===== src/rtl/calc_pkg.sv =====
// calc_pkg: opcodes, datapath width and muldiv FSM states for the calculator.
package calc_pkg;
  localparam logic [1:0] OP_ADD = 2'b00;
  localparam logic [1:0] OP_SUB = 2'b01;
  localparam logic [1:0] OP_MUL = 2'b10;
  localparam logic [1:0] OP_DIV = 2'b11;
  localparam int CALC_W = 8;
  typedef enum logic [1:0] {ST_IDLE, ST_RUN, ST_FIN} muldiv_state_t;
endpackage


===== src/rtl/muldiv_sign_fix.sv =====
// muldiv_sign_fix: applies result sign to an unsigned magnitude, range-checks, zeroes on error.
module muldiv_sign_fix
  import calc_pkg::*;
#(
  parameter int W = CALC_W
) (
  input  logic [2*W-1:0] mag,
  input  logic           neg,
  input  logic           div,
  input  logic           div0,
  output logic [W-1:0]   res,
  output logic           err
);
  localparam logic [2*W-1:0] MAX_POS = {{(W+1){1'b0}}, {(W-1){1'b1}}};
  localparam logic [2*W-1:0] MAX_NEG = MAX_POS + 1'b1;
  always_comb begin
    err = (div & div0) | (mag > (neg ? MAX_NEG : MAX_POS));
    res = err ? '0 : (neg ? -mag[W-1:0] : mag[W-1:0]);
  end
endmodule


===== src/rtl/muldiv_seq.sv =====
// muldiv_seq: iterative signed shift-add multiplier / restoring divider, fixed 9-cycle latency.
module muldiv_seq
  import calc_pkg::*;
#(
  parameter int W = CALC_W
) (
  input  logic         clk,
  input  logic         rst,
  input  logic         start,
  input  logic [1:0]   op_sel,
  input  logic [W-1:0] a,
  input  logic [W-1:0] b,
  output logic         busy,
  output logic         done,
  output logic [W-1:0] muldiv_res,
  output logic         muldiv_err
);
  localparam int CW = $clog2(W);
  muldiv_state_t state_q, state_d;
  logic [CW-1:0]  count_q, count_d;
  logic           div_q, div_d, neg_q, neg_d;
  logic [W-1:0]   ma_q, ma_d, mb_q, mb_d;
  logic [2*W-1:0] acc_q, acc_d;
  logic [W-1:0]   rem_q, rem_d;
  logic [W-1:0]   res_q, res_d;
  logic           err_q, err_d, done_q, done_d;
  logic [CW-1:0]  idx;
  logic [W:0]     rem_sh;
  logic           ge;
  logic [W-1:0]   fix_res;
  logic           fix_err;

  muldiv_sign_fix #(.W(W)) u_fix (
    .mag  (acc_q),
    .neg  (neg_q),
    .div  (div_q),
    .div0 (mb_q == '0),
    .res  (fix_res),
    .err  (fix_err)
  );

  always_comb begin
    state_d = state_q;
    count_d = count_q;
    div_d   = div_q;
    neg_d   = neg_q;
    ma_d    = ma_q;
    mb_d    = mb_q;
    acc_d   = acc_q;
    rem_d   = rem_q;
    res_d   = res_q;
    err_d   = err_q;
    done_d  = 1'b0;
    idx     = CW'(W-1) - count_q;
    rem_sh  = {rem_q, ma_q[idx]};
    ge      = rem_sh >= {1'b0, mb_q};
    unique case (state_q)
      ST_IDLE: if (start && op_sel[1]) begin
        div_d   = op_sel[0];
        neg_d   = a[W-1] ^ b[W-1];
        ma_d    = a[W-1] ? -a : a;
        mb_d    = b[W-1] ? -b : b;
        count_d = '0;
        acc_d   = '0;
        rem_d   = '0;
        state_d = ST_RUN;
      end
      ST_RUN: begin
        // Divide reuses the accumulator as the quotient shift register.
        acc_d   = div_q ? {acc_q[2*W-2:0], ge}
                        : acc_q + (mb_q[count_q] ? ({{W{1'b0}}, ma_q} << count_q) : '0);
        rem_d   = div_q ? W'(ge ? rem_sh - {1'b0, mb_q} : rem_sh) : rem_q;
        count_d = count_q + 1'b1;
        state_d = (count_q == CW'(W-1)) ? ST_FIN : ST_RUN;
      end
      ST_FIN: begin
        res_d   = fix_res;
        err_d   = fix_err;
        done_d  = 1'b1;
        state_d = ST_IDLE;
      end
      default: state_d = ST_IDLE;
    endcase
  end

  always_ff @(posedge clk or posedge rst) begin
    if (rst) begin
      state_q <= ST_IDLE;
      count_q <= '0;
      div_q   <= 1'b0;
      neg_q   <= 1'b0;
      ma_q    <= '0;
      mb_q    <= '0;
      acc_q   <= '0;
      rem_q   <= '0;
      res_q   <= '0;
      err_q   <= 1'b0;
      done_q  <= 1'b0;
    end else begin
      state_q <= state_d;
      count_q <= count_d;
      div_q   <= div_d;
      neg_q   <= neg_d;
      ma_q    <= ma_d;
      mb_q    <= mb_d;
      acc_q   <= acc_d;
      rem_q   <= rem_d;
      res_q   <= res_d;
      err_q   <= err_d;
      done_q  <= done_d;
    end
  end

  assign busy       = state_q != ST_IDLE;
  assign done       = done_q;
  assign muldiv_res = res_q;
  assign muldiv_err = err_q;
endmodule


===== config.mk =====
export PLATFORM = sky130hd
export DESIGN_NAME = muldiv_seq
export DESIGN_NICKNAME = d
export VERILOG_FILES = /design/src/rtl/calc_pkg.sv /design/src/rtl/muldiv_sign_fix.sv /design/src/rtl/muldiv_seq.sv
export SDC_FILE = /design/constraint.sdc
export NUM_CORES = 1
export LEC_CHECK = 0
export ABC_AREA = 1
export BUFFER_PORTS_ARGS = -buffer_cell sky130_fd_sc_hd__buf_4
export CORE_MARGIN = 4
export CORE_UTILIZATION = 48
export DETAILED_ROUTE_END_ITERATION = 12
export GPL_TIMING_DRIVEN = 0
export MAX_ROUTING_LAYER = met4
export PLACE_DENSITY = 0.66
export SYNTH_ARGS = -nofsm -noshare
export SYNTH_HDL_FRONTEND = slang
export SYNTH_SLANG_ARGS = --single-unit

===== constraint.sdc =====
create_clock -name clk -period 3.3 [get_ports clk]
set_input_delay 0.66 -clock clk [delete_from_list [all_inputs] [get_ports clk]]
set_output_delay 0.66 -clock clk [all_outputs]
set_load 0.1 [all_outputs]

== Yosys cells after proc, flatten, opt, wreduce, memory -nomap -nowiden ==
Index checks and enable logic that the tools add are counted.

* Output and inout port bits: 11
* Register bits after elaboration: 57
* Logic and storage cells: 62

* Add/sub/neg operators: 7
* Shift-type cells: 1
* Muxes and demuxes: 23
* Equality and inequality tests: 5
* Order comparisons: 4
* Reductions and logical operators: 8
* Bitwise logic cells: 3

{| class="wikitable"
|+ Operators by type and width
! cell !! count
|-
| $mux 8 || 8
|-
| $mux 16 || 3
|-
| $pmux 16 s2 || 1
|-
| $neg 8->8 || 3
|-
| $add 16x16->16 || 1
|-
| $gt 16x16->1 || 1
|-
| $pmux 8 s2 || 1
|-
| $shl 8x3->16 || 1
|-
| $ge 9x8->1 || 1
|-
| $logic_not 8->1 || 1
|-
| $lt 3x4->1 const B || 2
|-
| $sub 8x8->8 || 1
|-
| $bmux 1 s3 || 2
|-
| $pmux 3 s2 || 1
|-
| $mux 2 || 2
|-
| $ne 2x2->1 const B || 2
|-
| $pmux 2 s2 || 1
|-
| $reduce_and 2->1 || 2
|-
| $reduce_bool 2->1 || 2
|-
| $add 3x1->3 const B || 1
|-
| $eq 3x3->1 const B || 1
|-
| $mux 1 || 3
|-
| $mux 3 || 1
|-
| $reduce_and 3->1 || 1
|-
| 8 further kinds || 8
|}

== Depth between registers and ports, before layout ==
Gate-level depths: netlist of run 1.

* Word-level depth: 7
* Depth in mapped cells: 20

== Cells and area by module ==
A second synthesis of run 1 with hierarchy kept.

* Cells, all modules: 775
* Area, all modules: 4996.0 um^2

{| class="wikitable"
|+ By module, submodules not included
! module !! area an instance (um^2) !! instances !! cells each !! sequential area each (um^2)
|-
| muldiv_seq || 4554.4 || 1 || 696 || 1426.4
|-
| muldiv_sign_fix || 441.7 || 1 || 79 || 0.0
|}

== Least setup slack after synthesis of run 1 ==
OpenSTA, ideal clock, no wires.

* Kind: reg-to-reg
* Start: register count_q[0]
* End: register acc_q[8]
* Library setup time: 123 ps
* Arrival: 2372 ps
* Cell stages (with the launch flop): 18
* Data required time: 3177 ps
* Setup slack: 805 ps
* Cell sequence: dfrtp_1 -> buf_2 -> buf_6 -> a21oi_1 -> o21ai_1 -> nand2_1 -> nand2_2 -> nor3_1 -> ha_1 -> inv_1 -> fa_1 -> inv_1 -> nand3_1 -> nand3_1 -> a21oi_1 -> and2_1 -> o21ai_0 -> nand2_1

* Word-level cells in the longest chain between the ends: 6

{| class="wikitable"
|+ RTL lines
! item !! line !! text
|-
| start: declaration || muldiv_seq.sv:20 || <nowiki>logic [CW-1:0] count_q, count_d;</nowiki>
|-
| start signal: assignment || muldiv_seq.sv:101 || <nowiki>count_q <= count_d;</nowiki>
|-
| $bmux 1 s3 || muldiv_seq.sv:71 || <nowiki>: acc_q + (mb_q[count_q] ? ({{W{1'b0}}, ma_q} << count_q) : '0);</nowiki>
|-
| $mux 1 (implied by the code) || muldiv_seq.sv:71 ||
|-
| $mux 16 * || muldiv_seq.sv:71 ||
|-
| $add 16x16->16 * || muldiv_seq.sv:71 ||
|-
| $mux 16 * || muldiv_seq.sv:70 || <nowiki>acc_d = div_q ? {acc_q[2*W-2:0], ge}</nowiki>
|-
| $pmux 16 s2 * || muldiv_seq.sv:57 || <nowiki>unique case (state_q)</nowiki>
|-
| end signal: assignment || muldiv_seq.sv:94 || <nowiki>acc_q <= '0;</nowiki>
|-
| end signal: assignment || muldiv_seq.sv:106 || <nowiki>acc_q <= acc_d;</nowiki>
|-
| end: declaration || muldiv_seq.sv:23 || <nowiki>logic [2*W-1:0] acc_q, acc_d;</nowiki>
|}

Mark *: on every way between the ends. The rest lies on a longest branch, timed or not. The select of a mux whose other input is x is not followed.
A chain may end at the register's enable or synchronous reset.

== Worst setup path in the final report of run 1 ==
* Start: register count_q[0]
* End: register acc_q[11]

Same word-level chain as after synthesis.

==> metrics.yaml, run 1 <==
status: "finished clean"
cp_top_family: "simple AND/OR/NAND/NOR gates"
power_mw: 5.85
cts_hold_buf: 0
syn_nets: 795
pwr-share-seq_pct: 21.5
cp_common_cell: "nand2_1"
nets: 838
r2r_start: "count_q[0]$_DFFE_PP0P_"
clkTransAtPathRegs_ns: 0.07
wl_met3_um: 315
syn-mean-instance-area_um2: 6.48
synth_edf_count: 0
ys_seq_area_share_pct: 29.9
synth_seq_cells: 57
num_antenna_cells: 0
finalCritPeriodShare_pct: 86.6
p_per_area_nw_per_um2: 1090
vias: 4622
synthAdderAreaFrac_pct: 10.3
synth_top_family_by_area: "simple AND/OR/NAND/NOR gates"
maxCapViolCount: 0
rsz0062_at_grt: "false"
fin_skew_ns: 0.00845
path_class: "reg2reg"
cpPeakStageDelay_ns: 0.38
yosysWarningCount: 0
fmax_ghz: 0.350
final.min_clock_period_ns: 2.86
drc: 0
fp-row-count: 36
post_cts_resized: 0
hold_path_class: "in2async"
startpoint_type: "register"
clkLatencyLatePin_ns: 0.35
p_sw_share_pct: 53.9
worst_ep_arrival_time_ns: 3.09
grt_pass1_wl_mm: 21.0
dieHeight_um: 108
crit_path_end_kind: "register"
synth_area_um2: 4770
startpoint: "count_q[0]$_DFFE_PP0P_"
combPwrFrac_pct: 68.2
worst_slew_pin_slew_ns: 0.819
yosysUniqueCellTypes: 36
synthCells: 736
p_sw_mw: 3.15
track_usage_pct: 23.2
cts-htree-levels: 3
die-area_um2: 11600
synthXorXnorAreaFrac_pct: 3.49
drt_iter0_drc: 258
place_hpwl_mm: 9.61
dr.pass1.iters: 4
antenna_found_initial: 0
drv_slew: 0
tritoncts: "done"
wl_mm: 11.9
cts.sinks: 57
worstPathCellList: "buf_2, buf_6, nand2_1, o21ai_0, o21ai_0, nor2_1, o21ai_1, inv_1, ha_1, nand2_1, inv_1, a21oi_1, nand2_1, nand2_1, nand2_1, nand2_1, nand3_1, nand2_1, nand2_1"
fin_area_um2: 5370
cp_num_buf_inv: 4
io_buffers: 31
cts_made_buffers: 9
cp_max_fo: 10
grt_max_degree: 33
dpl-instance-area_um2: 5180
root_buffer: "clkbuf_8"
finalHoldViolCount: 0
io_pins: 32
areaGrowthSynthToFinish_pct: 12.6
wl_per_cell_um: 13.0
final_common_cell: "nand2_1"
rr_worst_depth: 19
grt-ovfl-total: 0
routedLengthMet1_mm: 5.87
core-area_um2: 9730
peakVddDrop_mv: 0.517
ys.flop_type: "dfrtp_1"
r2r-end: "acc_q[11]$_DFFE_PP0P_"
die_w_um: 108
clockBufferDepth: 2
via_per_inst: 5.04
muxShareOfSynthArea_pct: 0.210
fin_setup_tns_ns: 0
p_leak_nw: 2.95
final_cell_mix: "nand2_1 (237), inv_1 (102), nor2_1 (70)"
ff2ff_setup_slack_ns: 0.44
clkPwrFrac_pct: 10.3
start_util_pct: 49.0
gp_congestion: 0.929
critPathSlowestCell: "dfrtp_1"
required_ns: 3.54
grt_pass1_vias: 4470
layout-drive-gt1-share_pct: 10.6
cts_setup_buffers: 0
p_int_mw: 2.70
nFillCells: 1017
relSlewSlack_pct: 45.4
top_layer_used: "met4"
synthArstFlopShare_pct: 100
drtAntennaViolNets: 0
synth_compound_area_share_pct: 11.7
routed-wl-met2_mm: 5.48
synth_simple_gate_area_share_pct: 33.3
setup_viol: 0
[worst max-delay path by stage]
stage | to | cells past startpoint
floorplan | acc_q[8]$_DFFE_PP0P_ | 17
global placement | acc_q[15]$_DFFE_PP0P_ | 2
detailed placement | acc_q[11]$_DFFE_PP0P_ | 19
CTS | acc_q[11]$_DFFE_PP0P_ | 19
global route | acc_q[11]$_DFFE_PP0P_ | 19
finish | acc_q[11]$_DFFE_PP0P_ | 19
[flip-flops by register name, indices dropped and copies added (netlist names)]
register,count
acc_q,16
count_q,3
div_q,1
done,1
ma_q,8
mb_q,8
muldiv_err,1
muldiv_res,8
neg_q,1
rem_q,8
state_q,2
[metal layers]
layer  track usage (%)  vias to the layer above
met4              7.30                        0
met5                 -                        -
met3              4.02                       14
met1              30.5                     2117
met2              36.5                       61
li1                  -                     2430
[through the flow]
step / utilization (%) / worst slack (ns) / hold slack, ns / std cells
3_5_place_dp: 53.3 / 0.434 / 0.480 / 901
6_report: 55.2 / 0.441 / 0.378 / 917
4_1_cts: 55.2 / 0.422 / 0.378 / 917
2_1_floorplan: - / 0.805 / 0.453 / 736
3_3_place_gp: 53.1 / 0.456 / 0.469 / 900
5_1_grt: 55.2 / 0.0474 / 0.408 / 917
[power by group through the flow]
stage	Combinational (mW)	Sequential, mW	Clock, mW
finish	3.99	1.26	0.605
global route	4.63	1.30	0.654
CTS	3.98	1.26	0.627
detailed placement	3.96	1.27	0
global placement	3.85	1.26	0
floorplan	3.08	1.22	0
[cell usage after synthesis, drive strengths merged, types with 2 or more instances]
master,number,area [um^2]
a21oi,26,138
a31oi,3,18.8
and2,2,12.5
buf,11,73.8
clkbuf,4,15.0
dfrtp,57,1430
fa,2,40.0
ha,36,450
inv,116,435
nand2,239,902
nand3,45,225
nand4,6,43.8
nor2,73,287
nor3,17,90.1
nor4,2,12.5
o21a,3,22.5
o21ai,61,309
o221ai,3,26.3
o22ai,6,37.5
or2,2,12.5
xnor2,2,17.5
xor2,17,149
[worst register-to-register path, delay by kind of cell (launching register included)]
kind | cells | cell delay (ns)
AOI/OAI and AO/OA | 4 | 0.77
buffers and inverters | 4 | 0.45
DFF | 1 | 0.38
adders and majority gates | 1 | 0.33
and+or+nand+nor | 10 | 0.82
[cell families (layout without fill, tap and decap cells)]
group / Yosys count / after routing
xor+xnor: 19 / 19
flops: 57 / 57
mux: 1 / 1
fa+ha+maj: 38 / 38
buf+inv: 132 / 180
simple gates: 386 / 386
compound gates: 103 / 103
[layout make-up]
type | count | area (um^2) | area share [%]
clock inverter | 5 | 30.0 | 0.560
tap | 133 | 166 | 3.10
buffer | 15 | 88.8 | 1.66
multi-input combinational | 547 | 2810 | 52.4
sequential | 57 | 1430 | 26.6
clock buffer | 11 | 151 | 2.82
timing repair buffer | 32 | 253 | 4.71
inverter | 117 | 439 | 8.18
Note: power is estimated with default switching activity, not from simulation.
==> run 2: changes to the inputs <==
--- a/config.mk
+++ b/config.mk
@@ -8,11 +8,11 @@
 export ABC_AREA = 1
 export BUFFER_PORTS_ARGS = -buffer_cell sky130_fd_sc_hd__buf_4
 export CORE_MARGIN = 4
-export CORE_UTILIZATION = 48
+export CORE_UTILIZATION = 40
 export DETAILED_ROUTE_END_ITERATION = 12
 export GPL_TIMING_DRIVEN = 0
 export MAX_ROUTING_LAYER = met4
-export PLACE_DENSITY = 0.66
+export SKIP_LAST_GASP = 1
 export SYNTH_ARGS = -nofsm -noshare
 export SYNTH_HDL_FRONTEND = slang
 export SYNTH_SLANG_ARGS = --single-unit
==> run 2 against run 1 <==
Clock power increased by 53%; final area increased by 2.4%; flip-flop and latch count stayed put; setup slack got worse by 0.044 ns.
==> metrics.yaml, run 2 (synthesis gave the netlist of run 1 again) <==
peakVddDrop_mv: 0.559
startpoint_type: "register"
regMostFlops: "acc_q"
dpl-instance-area_um2: 5200
routed-wl-met2_mm: 5.51
cts_setup_buffers: 0
maxCapViolCount: 0
gp_congestion: 0.895
clockBufferDepth: 2
cts_made_buffers: 9
via_per_inst: 4.96
die-area_um2: 13700
largest_register_ffs: 16
root_buffer: "clkbuf_16"
r2r-end: "acc_q[8]$_DFFE_PP0P_"
p_leak_nw: 3.00
crit_path_end_kind: "register"
grt_pass1_wl_mm: 21.3
cts_hold_buf: 0
path_class: "reg2reg"
drv_slew: 0
dr.pass1.iters: 4
worst_ep_arrival_time_ns: 3.13
fmax_ghz: 0.344
fin_setup_tns_ns: 0
wl_met3_um: 491
fp-row-count: 39
grt_max_degree: 32
nets: 838
top_layer_used: "met4"
dieHeight_um: 117
track_usage_pct: 20.5
place_hpwl_mm: 9.85
core-area_um2: 11500
drtAntennaViolNets: 0
setup_viol: 0
grt-ovfl-total: 0
start_util_pct: 41.4
rsz0062_at_grt: "false"
post_cts_resized: 0
areaGrowthSynthToFinish_pct: 15.3
wl_mm: 12.2
grt_pass1_vias: 4420
r2r_start: "count_q[1]$_DFFE_PP0P_"
num_antenna_cells: 0
ff2ff_setup_slack_ns: 0.40
finalCritPeriodShare_pct: 88.0
finalHoldViolCount: 0
drc: 0
rr_worst_depth: 17
cp_max_fo: 10
routedLengthMet1_mm: 5.94
relSlewSlack_pct: 41.1
fin_area_um2: 5500
cts.sinks: 57
worst_slew_pin_slew_ns: 0.883
required_ns: 3.53
final_cell_mix: "nand2_1 (237), inv_1 (102), nor2_1 (70)"
drt_iter0_drc: 288
die_w_um: 117
clkTransAtPathRegs_ns: 0.05
wl_per_cell_um: 13.1
layout-drive-gt1-share_pct: 10.5
power_mw: 6.18
clkLatencyLatePin_ns: 0.34
p_per_area_nw_per_um2: 1120
final.min_clock_period_ns: 2.90
io_buffers: 31
hold_path_class: "in2async"
status: "finished clean"
antenna_found_initial: 0
fin_skew_ns: 0.00683
io_pins: 32
tritoncts: "done"
cts-htree-levels: 3
vias: 4597
final_common_cell: "nand2_1"
[run 2: area by class of cell]
cell class	instances	area [um^2]
tap	143	179
fill	1214	6020
buffer	15	88.8
timing repair buffer	32	253
inverter	117	439
clock inverter	5	55.1
sequential	57	1430
clock buffer	11	243
multi-input combinational	547	2810
[run 2: how the worst max path moves through the flow]
stage | from | endpoint | slack (ns) | depth (start not counted)
floorplan | count_q[0]$_DFFE_PP0P_ | acc_q[8]$_DFFE_PP0P_ | 0.81 | 17
global placement | rst | acc_q[15]$_DFFE_PP0P_ | 0.40 | 2
detailed placement | count_q[0]$_DFFE_PP0P_ | acc_q[8]$_DFFE_PP0P_ | 0.44 | 17
CTS | count_q[0]$_DFFE_PP0P_ | acc_q[8]$_DFFE_PP0P_ | 0.42 | 17
global route | count_q[0]$_DFFE_PP0P_ | acc_q[11]$_DFFE_PP0P_ | 0.04 | 19
finish | count_q[1]$_DFFE_PP0P_ | acc_q[8]$_DFFE_PP0P_ | 0.40 | 17
[run 2: layer usage]
layer / up-vias / track usage [%]
li1: 2428 / -
met4: 0 / 6.35
met1: 2064 / 26.2
met2: 89 / 32.2
met5: - / -
met3: 16 / 4.88
[run 2: worst max-delay path, stage by stage (launching register included)]
cell and delay [ns]:
dfrtp_1 0.51, inv_2 0.07, buf_6 0.14, a21oi_1 0.11, o21ai_1 0.08, nand2_1 0.08, nand2_2 0.10, nor3_1 0.17
ha_1 0.20, inv_1 0.05, fa_1 0.39, inv_1 0.13, nand3_1 0.09, nand3_1 0.16, a21oi_1 0.12, and2_1 0.15
o21ai_0 0.16, nand2_1 0.07
[run 2: report_power, final]
| group | internal (mW) | switching [mW] | leakage (nW) |
|---|---|---|---|
| Combinational | 1.40 | 2.59 | 2.14 |
| Sequential | 0.989 | 0.272 | 0.715 |
| Clock | 0.601 | 0.327 | 0.142 |
[run 2: metrics by stage]
step | hold slack, ns | cells | worst slack (ns) | util, %
global route | 0.458 | 927 | 0.0375 | 47.7
CTS | 0.419 | 927 | 0.418 | 47.7
global placement | 0.467 | 910 | 0.396 | 45.0
floorplan | 0.453 | 736 | 0.805 | -
finish | 0.400 | 927 | 0.397 | 47.7
detailed placement | 0.476 | 911 | 0.436 | 45.1
